===== src/rtl/wb_pkg.sv =====
// Shared widths and the queued writeback entry type for the writeback queue.
package wb_pkg;

    localparam int XLEN          = 64;
    localparam int REG_ADDR_W    = 5;
    localparam int DEFAULT_DEPTH = 4;

    typedef struct packed {
        logic [REG_ADDR_W-1:0] rd;
        logic [XLEN-1:0]       data;
    } wb_entry_t;

endpackage


===== src/rtl/wb_match.sv =====
// Youngest-first search of the live queue entries for a source register address.
// Purely combinational; address 0 never hits.
module wb_match
    import wb_pkg::*;
#(
    parameter int DEPTH = DEFAULT_DEPTH,
    parameter int DW    = 64,
    localparam int PW   = $clog2(DEPTH)
) (
    input  logic [DEPTH-1:0][REG_ADDR_W-1:0] ent_rd_i,
    input  logic [DEPTH-1:0][DW-1:0]         ent_data_i,
    input  logic [PW-1:0]                    head_i,
    input  logic [PW:0]                      count_i,
    input  logic [REG_ADDR_W-1:0]            rs_i,
    output logic                             hit_o,
    output logic [DW-1:0]                    data_o
);

    // Walk from oldest to youngest so the last match seen is the youngest one.
    always_comb begin
        logic [PW-1:0] idx;
        idx    = '0;
        hit_o  = 1'b0;
        data_o = '0;
        for (int i = 0; i < DEPTH; i++) begin
            idx = head_i + PW'(i);
            if (((PW+1)'(i) < count_i) && (rs_i != '0) && (ent_rd_i[idx] == rs_i)) begin
                hit_o  = 1'b1;
                data_o = ent_data_i[idx];
            end
        end
    end

endmodule


===== src/rtl/writeback_queue.sv =====
// Writeback queue: merges ALU/load results into an in-order FIFO drained one entry per cycle.
// Head is presented to the register file combinationally; ready drops only when the queue is full.
module writeback_queue
    import wb_pkg::REG_ADDR_W;
    import wb_pkg::DEFAULT_DEPTH;
#(
    parameter int XLEN  = 64,
    parameter int DEPTH = DEFAULT_DEPTH,
    localparam int PW   = $clog2(DEPTH),
    localparam int CW   = PW + 1
) (
    input  logic                  clk,
    input  logic                  reset,
    input  logic                  alu_valid,
    input  logic [REG_ADDR_W-1:0] alu_rd,
    input  logic [XLEN-1:0]       alu_data,
    output logic                  alu_ready,
    input  logic                  ld_valid,
    input  logic [REG_ADDR_W-1:0] ld_rd,
    input  logic [XLEN-1:0]       ld_data,
    output logic                  ld_ready,
    output logic                  rf_we,
    output logic [REG_ADDR_W-1:0] rf_rd,
    output logic [XLEN-1:0]       rf_wdata,
    input  logic [REG_ADDR_W-1:0] rs1,
    input  logic [REG_ADDR_W-1:0] rs2,
    output logic                  rs1_hit,
    output logic [XLEN-1:0]       rs1_data,
    output logic                  rs2_hit,
    output logic [XLEN-1:0]       rs2_data,
    output logic [CW-1:0]         count,
    output logic                  full,
    output logic                  empty
);

    logic [DEPTH-1:0][REG_ADDR_W-1:0] rd_q;
    logic [DEPTH-1:0][XLEN-1:0]       data_q;
    logic [PW-1:0]                    head_q, head_d;
    logic [PW-1:0]                    tail_q, tail_d;
    logic [CW-1:0]                    count_q, count_d;

    logic                  ld_acc, alu_acc, enq, deq;
    logic [REG_ADDR_W-1:0] in_rd;
    logic [XLEN-1:0]       in_data;

    assign full  = (count_q == CW'(DEPTH));
    assign empty = (count_q == '0);
    assign count = count_q;

    // While reset is held the queue is treated as not full, so offers see ready.
    assign ld_ready  = reset || !full;
    assign alu_ready = (reset || !full) && !ld_valid;

    assign ld_acc  = ld_valid && ld_ready;
    assign alu_acc = alu_valid && alu_ready;
    assign in_rd   = ld_acc ? ld_rd   : alu_rd;
    assign in_data = ld_acc ? ld_data : alu_data;

    // Writes to x0 are accepted from the producer but dropped here.
    assign enq = (ld_acc || alu_acc) && (in_rd != '0) && !reset;
    assign deq = !empty;

    always_comb begin
        head_d  = head_q + PW'(deq);
        tail_d  = tail_q + PW'(enq);
        count_d = count_q + CW'(enq) - CW'(deq);
    end

    always_ff @(posedge clk) begin
        if (reset) begin
            head_q  <= '0;
            tail_q  <= '0;
            count_q <= '0;
        end else begin
            head_q  <= head_d;
            tail_q  <= tail_d;
            count_q <= count_d;
        end
    end

    // Payload storage needs no reset: every read of it is qualified by occupancy.
    always_ff @(posedge clk) begin
        if (enq) begin
            rd_q[tail_q]   <= in_rd;
            data_q[tail_q] <= in_data;
        end
    end

    assign rf_we    = !empty;
    assign rf_rd    = empty ? '0 : rd_q[head_q];
    assign rf_wdata = empty ? '0 : data_q[head_q];

    wb_match #(
        .DEPTH (DEPTH),
        .DW    (XLEN)
    ) u_match_rs1 (
        .ent_rd_i   (rd_q),
        .ent_data_i (data_q),
        .head_i     (head_q),
        .count_i    (count_q),
        .rs_i       (rs1),
        .hit_o      (rs1_hit),
        .data_o     (rs1_data)
    );

    wb_match #(
        .DEPTH (DEPTH),
        .DW    (XLEN)
    ) u_match_rs2 (
        .ent_rd_i   (rd_q),
        .ent_data_i (data_q),
        .head_i     (head_q),
        .count_i    (count_q),
        .rs_i       (rs2),
        .hit_o      (rs2_hit),
        .data_o     (rs2_data)
    );

endmodule


===== config.mk =====
export PLATFORM = sky130hd
export DESIGN_NAME = writeback_queue
export DESIGN_NICKNAME = d
export VERILOG_FILES = /design/src/rtl/wb_pkg.sv /design/src/rtl/wb_match.sv /design/src/rtl/writeback_queue.sv
export SDC_FILE = /design/constraint.sdc
export NUM_CORES = 1
export LEC_CHECK = 0
export BUFFER_PORTS_ARGS = -buffer_cell sky130_fd_sc_hd__buf_2
export CAP_MARGIN = 0
export CORE_UTILIZATION = 35
export CTS_CLUSTER_DIAMETER = 120
export CTS_CLUSTER_SIZE = 20
export DETAILED_ROUTE_END_ITERATION = 12
export PLACE_DENSITY_LB_ADDON = 0.1
export SYNTH_ARGS = -nofsm -noshare
export SYNTH_HDL_FRONTEND = slang
export SYNTH_SLANG_ARGS = --single-unit

===== constraint.sdc =====
create_clock -name clk -period 14.3 [get_ports clk]
set_clock_uncertainty 0.2 [all_clocks]
set_input_delay 0.715 -clock clk [delete_from_list [all_inputs] [get_ports clk]]
set_output_delay 0.715 -clock clk [all_outputs]
set_load 0.01 [all_outputs]

* After elaboration in Yosys (flattened, before gate mapping)
Cells that the tools add are included.
Word-level totals: bits in registers 283, bits in latches 0, memory bits (writable) 0, ROM bits 0, input bits 152, output and inout bits 207, memories 0
Cells by class: add/sub/neg operators 7, multiply operators 0, divide/modulo/power cells 0, order comparisons 10, equal/unequal tests 9, shifts and indexed selects 0, mux-type cells 42, bitwise logic cells 0, reductions and logical operators 32
Operators by type and width (number):
- $mux W64 | 15
- $bmux W64 S2 | 4
- $bwmux W256 | 1
- $demux W64 S2 | 1
- $bmux W5 S2 | 4
- $eq A5 B5 Y1 | 8
- $mux W5 | 7
- $logic_and A1 B1 Y1 | 22
- $bwmux W20 | 1
- $lt A2 B3 Y1 const B | 5
- $reduce_bool A5 Y1 | 3
- $demux W5 S2 | 1
- $mux W1 | 8
- $lt A1 B3 Y1 const A | 2
- $lt A2 B3 Y1 const A | 2
- $add A2 B1 Y2 | 2
- $add A2 B2 Y2 const B | 2
- $logic_not A1 Y1 | 4
- $add A3 B1 Y3 | 1
- $eq A3 B3 Y1 const B | 1
- $logic_not A3 Y1 | 1
- $sub A3 B1 Y3 | 1
- $add A2 B1 Y2 const B | 1
- $ge A2 B1 Y1 const B | 1
- $logic_or A1 B1 Y1 | 2

* Longest topological paths before layout
Gate-level depths: netlist of run 1.
word-level depth 10, mapped depth 13, mapped depth without buffers 13

* Hierarchy
A second synthesis of run 1 with hierarchy kept.
Unflattened totals: cell total of the unflattened synthesis 3100, area, all modules 32896.6 µm²
By module, submodules not included:
- wb_match | instances 2, cells an instance 1268, area an instance 10577.6 µm²
- writeback_queue | instances 1, cells an instance 564, area an instance 11741.3 µm²

* Worst setup path before layout of run 1
OpenSTA, ideal clock, no wires.
path kind input-to-reg, start input reset, end register data_q[0] in the netlist's numbering (enable), setup time 0.581 ns, arrival time 6.630 ns, required time 13.519 ns, slack 6.888 ns, stages on the path 7, path buffers 1, path through clkbuf_1 -> nand2b_1 -> nand2_1 -> mux2_2 -> nor3_1 -> a31o_2 -> nor3_1
On the way: cells in the longest elaborated chain, start to end 6, elaborated cells between the ends (all ways) 10
Ends and longest elaborated chain:
- from (decl) | line writeback_queue.sv:13 | input logic reset,
- $logic_or A1 B1 Y1 | line writeback_queue.sv:51 | assign ld_ready = reset || !full;
- via ld_ready | line writeback_queue.sv:21 | output logic ld_ready,
- $logic_and A1 B1 Y1 | line writeback_queue.sv:54 | assign ld_acc = ld_valid && ld_ready;
- $mux W5 | line writeback_queue.sv:56 | assign in_rd = ld_acc ? ld_rd : alu_rd;
- via in_rd[3] | line writeback_queue.sv:43 | logic [REG_ADDR_W-1:0] in_rd;
- $reduce_bool A5 Y1 | line writeback_queue.sv:60 | assign enq = (ld_acc || alu_acc) && (in_rd != '0) && !reset;
- $logic_and A1 B1 Y1 (2 in a row) | line writeback_queue.sv:60
- to (signal, indexed assignment) | line writeback_queue.sv:85 | data_q[tail_q] <= in_data;
- to (decl) | line writeback_queue.sv:37 | logic [DEPTH-1:0][XLEN-1:0] data_q;
The timed path passes the listed nets, and every way through them passes these cells. A chain may end at the register's enable or synchronous reset.

* Worst setup path in the final report of run 1
start register head_q[0], end output rs1_data[1]
On the way: cells in the longest elaborated chain, start to end 8, elaborated cells between the ends (all ways) 31
Ends and longest elaborated chain:
- from (decl) | line writeback_queue.sv:38 | logic [PW-1:0] head_q, head_d;
- from (signal assigned) | line writeback_queue.sv:71 | head_q <= '0;
- from (signal assigned) | line writeback_queue.sv:75 | head_q <= head_d;
- $add A2 B1 Y2 / $bmux W5 S2 (equally long branches) | line wb_match.sv:26, wb_match.sv:27
- $bmux W5 S2 / $mux W5 (equally long branches) | line wb_match.sv:27 | if (((PW+1)'(i) < count_i) && (rs_i != '0) && (ent_rd_i[idx] == rs_i)) begin
- $mux W5 (implied by the code) / $eq A5 B5 Y1 (equally long branches) | line wb_match.sv:27
- $eq A5 B5 Y1 / $logic_and A1 B1 Y1 (equally long branches) | line wb_match.sv:27
- $logic_and A1 B1 Y1 / $mux W64 (equally long branches) | line wb_match.sv:27
- $mux W64 (2 in a row) | line wb_match.sv:27
- $mux W64 * | line wb_match.sv:27
- to (decl) | line writeback_queue.sv:28 | output logic [XLEN-1:0] rs1_data,
Mark *: on every way between the ends. The rest lies on a longest branch, timed or not. The select of a mux whose other input is x is not followed.

==> results_dict.tcl, run 1 <==
set metrics [dict create \
    drtAntennaViolNets 0 \
    io_buffers 358 \
    wire_per_inst_um 23.4 \
    first_pass_iters 8 \
    root_buffer "clkbuf_16" \
    antenna_found_initial 0 \
    overflow 0 \
    drive_gt1_share_pct 26.0 \
    drv_cap 0 \
    final-setup-viol-count 0 \
    finalCritPeriodShare_pct 46.7 \
    synth_common_cells "edfxtp_1 (276), nand2_1 (222), o21ai_0 (182)" \
    rsz0062_at_grt "no" \
    dieArea_um2 59700 \
    io_pins 359 \
    cts_resized 0 \
    max_freq_ghz 0.150 \
    grt_start_max_net_pins 193 \
    cts.clk_slew.worst_paths_ns 0.09 \
    critPathKind "reg2out" \
    grt_usage_pct 22.7 \
    syn_to_final_growth_pct 13.2 \
    syn_area_um2 20500 \
    yosysTopAreaCell "edfxtp_1" \
    hold_violations 0 \
    cp.required_ns 13.39 \
    fin_setup_tns_ns 0 \
    clk_latency_ns 0.53 \
    cts_tree "yes" \
    globalplace.congestion 0.823 \
    syn_inst 2044 \
    slew_violations 0 \
    synthFlopType "edfxtp_1" \
    seq_area_frac_synth_pct 41.0 \
    first_iter_violations 1479 \
    syn_area_per_cell_um2 10.1 \
    p_leak_nw 8.27 \
    cts_setup_buffers 0 \
    clk_path_buf_depth 3 \
    hold_slack_ns 0.254 \
    power_density_nw_per_um2 168 \
    n_antenna_cell 0 \
    ys_warn_count 0 \
    synth_seq_cells 283 \
    critPathArrivalTime_ns 5.77 \
    die_y_um 244 \
    coreArea_um2 57800 \
    yosysMostFrequentCell "edfxtp_1" \
    synth_top_area_share_pct 40.3 \
    critPathLaunchType "flop" \
    wl_mm 70.5 \
    path_max_fanout 101 \
    critPathCaptureType "primary output" \
    ys_types 46 \
    grt_pass1_vias 17300 \
    rows 88 \
    synth_edf_count 276 \
    drc 0 \
    async_flop_share_pct 0 \
    status "completed" \
    worstMarginPinSlew_ns 1.10 \
    synthTopCellsByArea "edfxtp_1 (40%), mux2i_1 (8.1%), mux4_2 (5.9%)" \
    h-tree-depth 1 \
    vias_per_cell 5.92 \
    start_util_pct 35.5 \
    grt_first_pass_wirelength_mm 105 \
    period_needed_ns 6.68 \
    cts-buffers-inserted 18 \
    dp_hpwl_mm 43.4 \
    num-nets-final 2402 \
    synth_fp_nets 2203 \
    hold_buffers 0 \
    dieWidth_um 244 \
    numClockSinks 283 \
    vdd_drop_max_mv 0.104 \
    hold_class "in2reg" \
    via_count 17800 \
    slew_headroom_pct 27.0 \
]
[layer usage]
layer / global-route usage (%) / up-vias / wire [um]
met5: 0 / - / 0
met4: 8.86 / 0 / 2310
met1: 29.3 / 8730 / 29800
met3: 2.83 / 146 / 4490
met2: 38.7 / 727 / 33900
li1: - / 8229 / -
[state kept, by name, summed over array words and instances, names as in the netlist]
signal / cells
rd_q: 20
count: 3
tail_q: 2
head_q: 2
data_q: 256
[through the flow]
stage | setup WS, ns | utilization [%] | instance area [um2] | instances | power, mW
global placement | 8.48 | 39.3 | 22700 | 2988 | 3.35
CTS | 7.77 | 40.2 | 23300 | 3014 | 3.92
floorplan | 6.89 | - | 20500 | 2044 | 2.68
detailed placement | 8.37 | 39.3 | 22700 | 2988 | 3.38
global route | 7.43 | 40.2 | 23300 | 3014 | 4.16
finish | 7.62 | 40.2 | 23300 | 3014 | 3.90
[cell usage in the layout, fill, tap and decap left out, drive strengths merged, types with 2 or more instances in the layout]
cell type and count:
nand3 2, edfxtp 276, or3 2, xnor2 31, nor2 53, and3 52, nor2b 98, o21ai 239
inv 14, or4 2, a211oi 106, and2 66, clkbuf 25, nor3 16, nor4 3, a221oi 128
mux2i 167, ha 6, buf 388, a21o 3, nand4 3, o22ai 36, mux2 99, nand2 222
mux4 56, a21oi 128, dfxtp 7, xor2 12
[power by group]
| part | total [mW] | internal (mW) | switching [mW] |
|---|---|---|---|
| Clock | 0.533 | 0.247 | 0.286 |
| Combinational | 2.26 | 0.866 | 1.39 |
| Sequential | 1.10 | 1.01 | 0.0986 |
| Total | 3.90 | 2.12 | 1.78 |
[area by class of cell]
class,count,area [um2]
fill,5579,34600
timing repair buffer,388,2030
inverter,13,53.8
clock inverter,1,20.0
clock buffer,25,498
multi-input combinational,1539,11300
tap,765,957
sequential,283,8440
[worst max-delay path, stage by stage, from the launching register on]
cell,delay (ns)
dfxtp_4,0.95
buf_4,0.77
inv_6,0.44
mux2i_1,0.46
xor2_1,0.11
or4b_4,0.52
a21oi_4,0.12
buf_4,0.80
a221oi_1,0.16
o21ai_0,0.47
buf_2,0.22
[kinds of logic (layout without fill, tap and decap cells)]
group	count (synthesis)	count (layout)	synth area share, %
compound gates	644	644	19.7
simple gates	523	523	12.6
mux	322	322	19.7
flops	283	283	41.0
buf+inv	222	427	4.68
xor+xnor	43	43	1.83
fa+ha+maj	7	7	0.463
[final timing paths]
check,end,slack (ns),from,depth (start not counted)
max,rs1_data[1],7.62,head_q[0],10
min,head_q[1],0.25,reset,2
max reg2reg,count[2],9.97,count[2],14
min reg2reg,tail_q[1],0.42,tail_q[1],2
(Power assumes the default switching activity.)
==> run 2, diff against run 1 <==
- clock period: 14.3 -> 7 ns (I/O delays scaled with it)
==> results_dict.tcl, run 2 (synthesized netlist as in run 1, its figures left out) <==
set metrics [dict create \
    critPathLaunchType "flop" \
    grt_pass1_vias 17700 \
    mostFrequentLayoutCells "buf_2 (358), edfxtp_1 (276), nand2_1 (221)" \
    vdd_drop_max_mv 0.233 \
    grt_usage_pct 23.5 \
    grt_start_max_net_pins 218 \
    root_buffer "clkbuf_16" \
    multi_input_area_um2 11300 \
    max_freq_ghz 0.176 \
    final_common_cell "buf_2" \
    wl_mm 72.5 \
    finalCritPeriodShare_pct 81.0 \
    period_needed_ns 5.67 \
    critPathCaptureType "primary output" \
    syn_to_final_growth_pct 18.0 \
    globalplace.congestion 0.848 \
    rsz0062_at_grt "no" \
    n_antenna_cell 0 \
    drive_gt1_share_pct 24.9 \
    clk_latency_ns 0.54 \
    p_total_mw 8.08 \
    hold_class "in2reg" \
    cp.required_ns 6.45 \
    overflow 0 \
    via_count 18300 \
    hold_violations 0 \
    largest_reg_flops 256 \
    numClockSinks 283 \
    dp_slack_ns 1.93 \
    cts_tree "yes" \
    num-nets-final 2496 \
    start_util_pct 35.5 \
    critPathKind "reg2out" \
    first_pass_iters 6 \
    dp_hpwl_mm 44.2 \
    wire_per_inst_um 23.3 \
    clk_path_buf_depth 3 \
    io_pins 359 \
    antenna_found_initial 2 \
    status "completed" \
    critPathArrivalTime_ns 5.12 \
    cts_setup_buffers 0 \
    vias_per_cell 5.88 \
    fin_setup_tns_ns 0 \
    h-tree-depth 1 \
    io_buffers 358 \
    worstMarginPinSlew_ns 1.20 \
    dieArea_um2 59700 \
    max_stage_delay_ns 0.97 \
    die_y_um 244 \
    cts.clk_slew.worst_paths_ns 0.09 \
    cp_slowest_cell "dfxtp_4" \
    cts_resized 0 \
    cts-buffers-inserted 18 \
    drc 0 \
    dieWidth_um 244 \
    slew_headroom_pct 19.8 \
    first_iter_violations 1461 \
    path_max_fanout 118 \
    power_density_nw_per_um2 333 \
    p_leak_nw 8.68 \
    slew_violations 0 \
    drv_cap 0 \
    setup_ws_ns 1.33 \
    drtAntennaViolNets 0 \
    worstPathCellList "inv_6 -> mux2i_1 -> xnor2_1 -> nand4_1 -> a21oi_4 -> buf_4 -> a221oi_1 -> o22ai_1 -> buf_2" \
    regMostFlops "data_q" \
    fillers 5626 \
    final-setup-viol-count 0 \
    coreArea_um2 57800 \
    post-route-util_pct 41.9 \
    regArea_um2 8440 \
    rows 88 \
    grt_first_pass_wirelength_mm 108 \
]
## run 2: changes by cell type in the layout (fill, tap and decap cells not counted), sizes merged
cell,before,now
buf,388,387
dlygate4sd3,0,95
## run 2: final cells by class
| cell class | count | area share (%) |
|---|---|---|
| Clock buffer | 25 | 2.05 |
| Clock inverter | 1 | 0.0826 |
| Inverter | 13 | 0.222 |
| Multi-Input combinational cell | 1539 | 46.4 |
| Sequential cell | 283 | 34.8 |
| Tap cell | 765 | 3.95 |
| Timing Repair Buffer | 482 | 12.5 |
## run 2: report_power, final
group / leakage (nW) / switching (mW) / internal [mW]
sequential: 2.57 / 0.196 / 2.06
combinational: 5.85 / 2.91 / 1.84
clock: 0.251 / 0.583 / 0.504
## run 2: routing by layer
layer / up-vias / track usage [%] / wire (um)
li1: 8416 / - / -
met1: 9023 / 31.7 / 31400
met2: 739 / 39.9 / 35100
met3: 91 / 2.09 / 4290
met4: 0 / 6.80 / 1660
met5: - / 0 / 0
## run 2: worst max-delay path: cells and delay by family (launching register included)
family,cells,cell delay (ns)
compound gates,3,1.16
simple gates,1,0.23
mux,1,0.47
buf+inv,3,1.51
flops,1,0.97
xor+xnor,1,0.16
## run 2: per-stage QoR
step	hold slack, ns	cells	area [um2]
2_1_floorplan	0.328	2044	20500
3_3_place_gp	0.381	2987	22800
3_5_place_dp	0.397	2987	22800
4_1_cts	0.000445	3108	24200
5_1_grt	0.0120	3108	24200
6_report	0.0160	3108	24200
## run 2: path summary, 6_finish.rpt
path,startpoint,depth (start not counted),endpoint,slack (ns)
setup / recovery,head_q[0],9,rs2_data[63],1.33
hold / removal,ld_data[63],2,data_q[191],0.02
setup reg to reg,count[2],13,count[2],2.95
hold reg to reg,tail_q[1],2,tail_q[1],0.42
## run 2: repair_timing
action	in CTS	in global routing
hold endpoints to repair	199	0
endpoints found under the setup margin	0	0
hold buffers	95	0
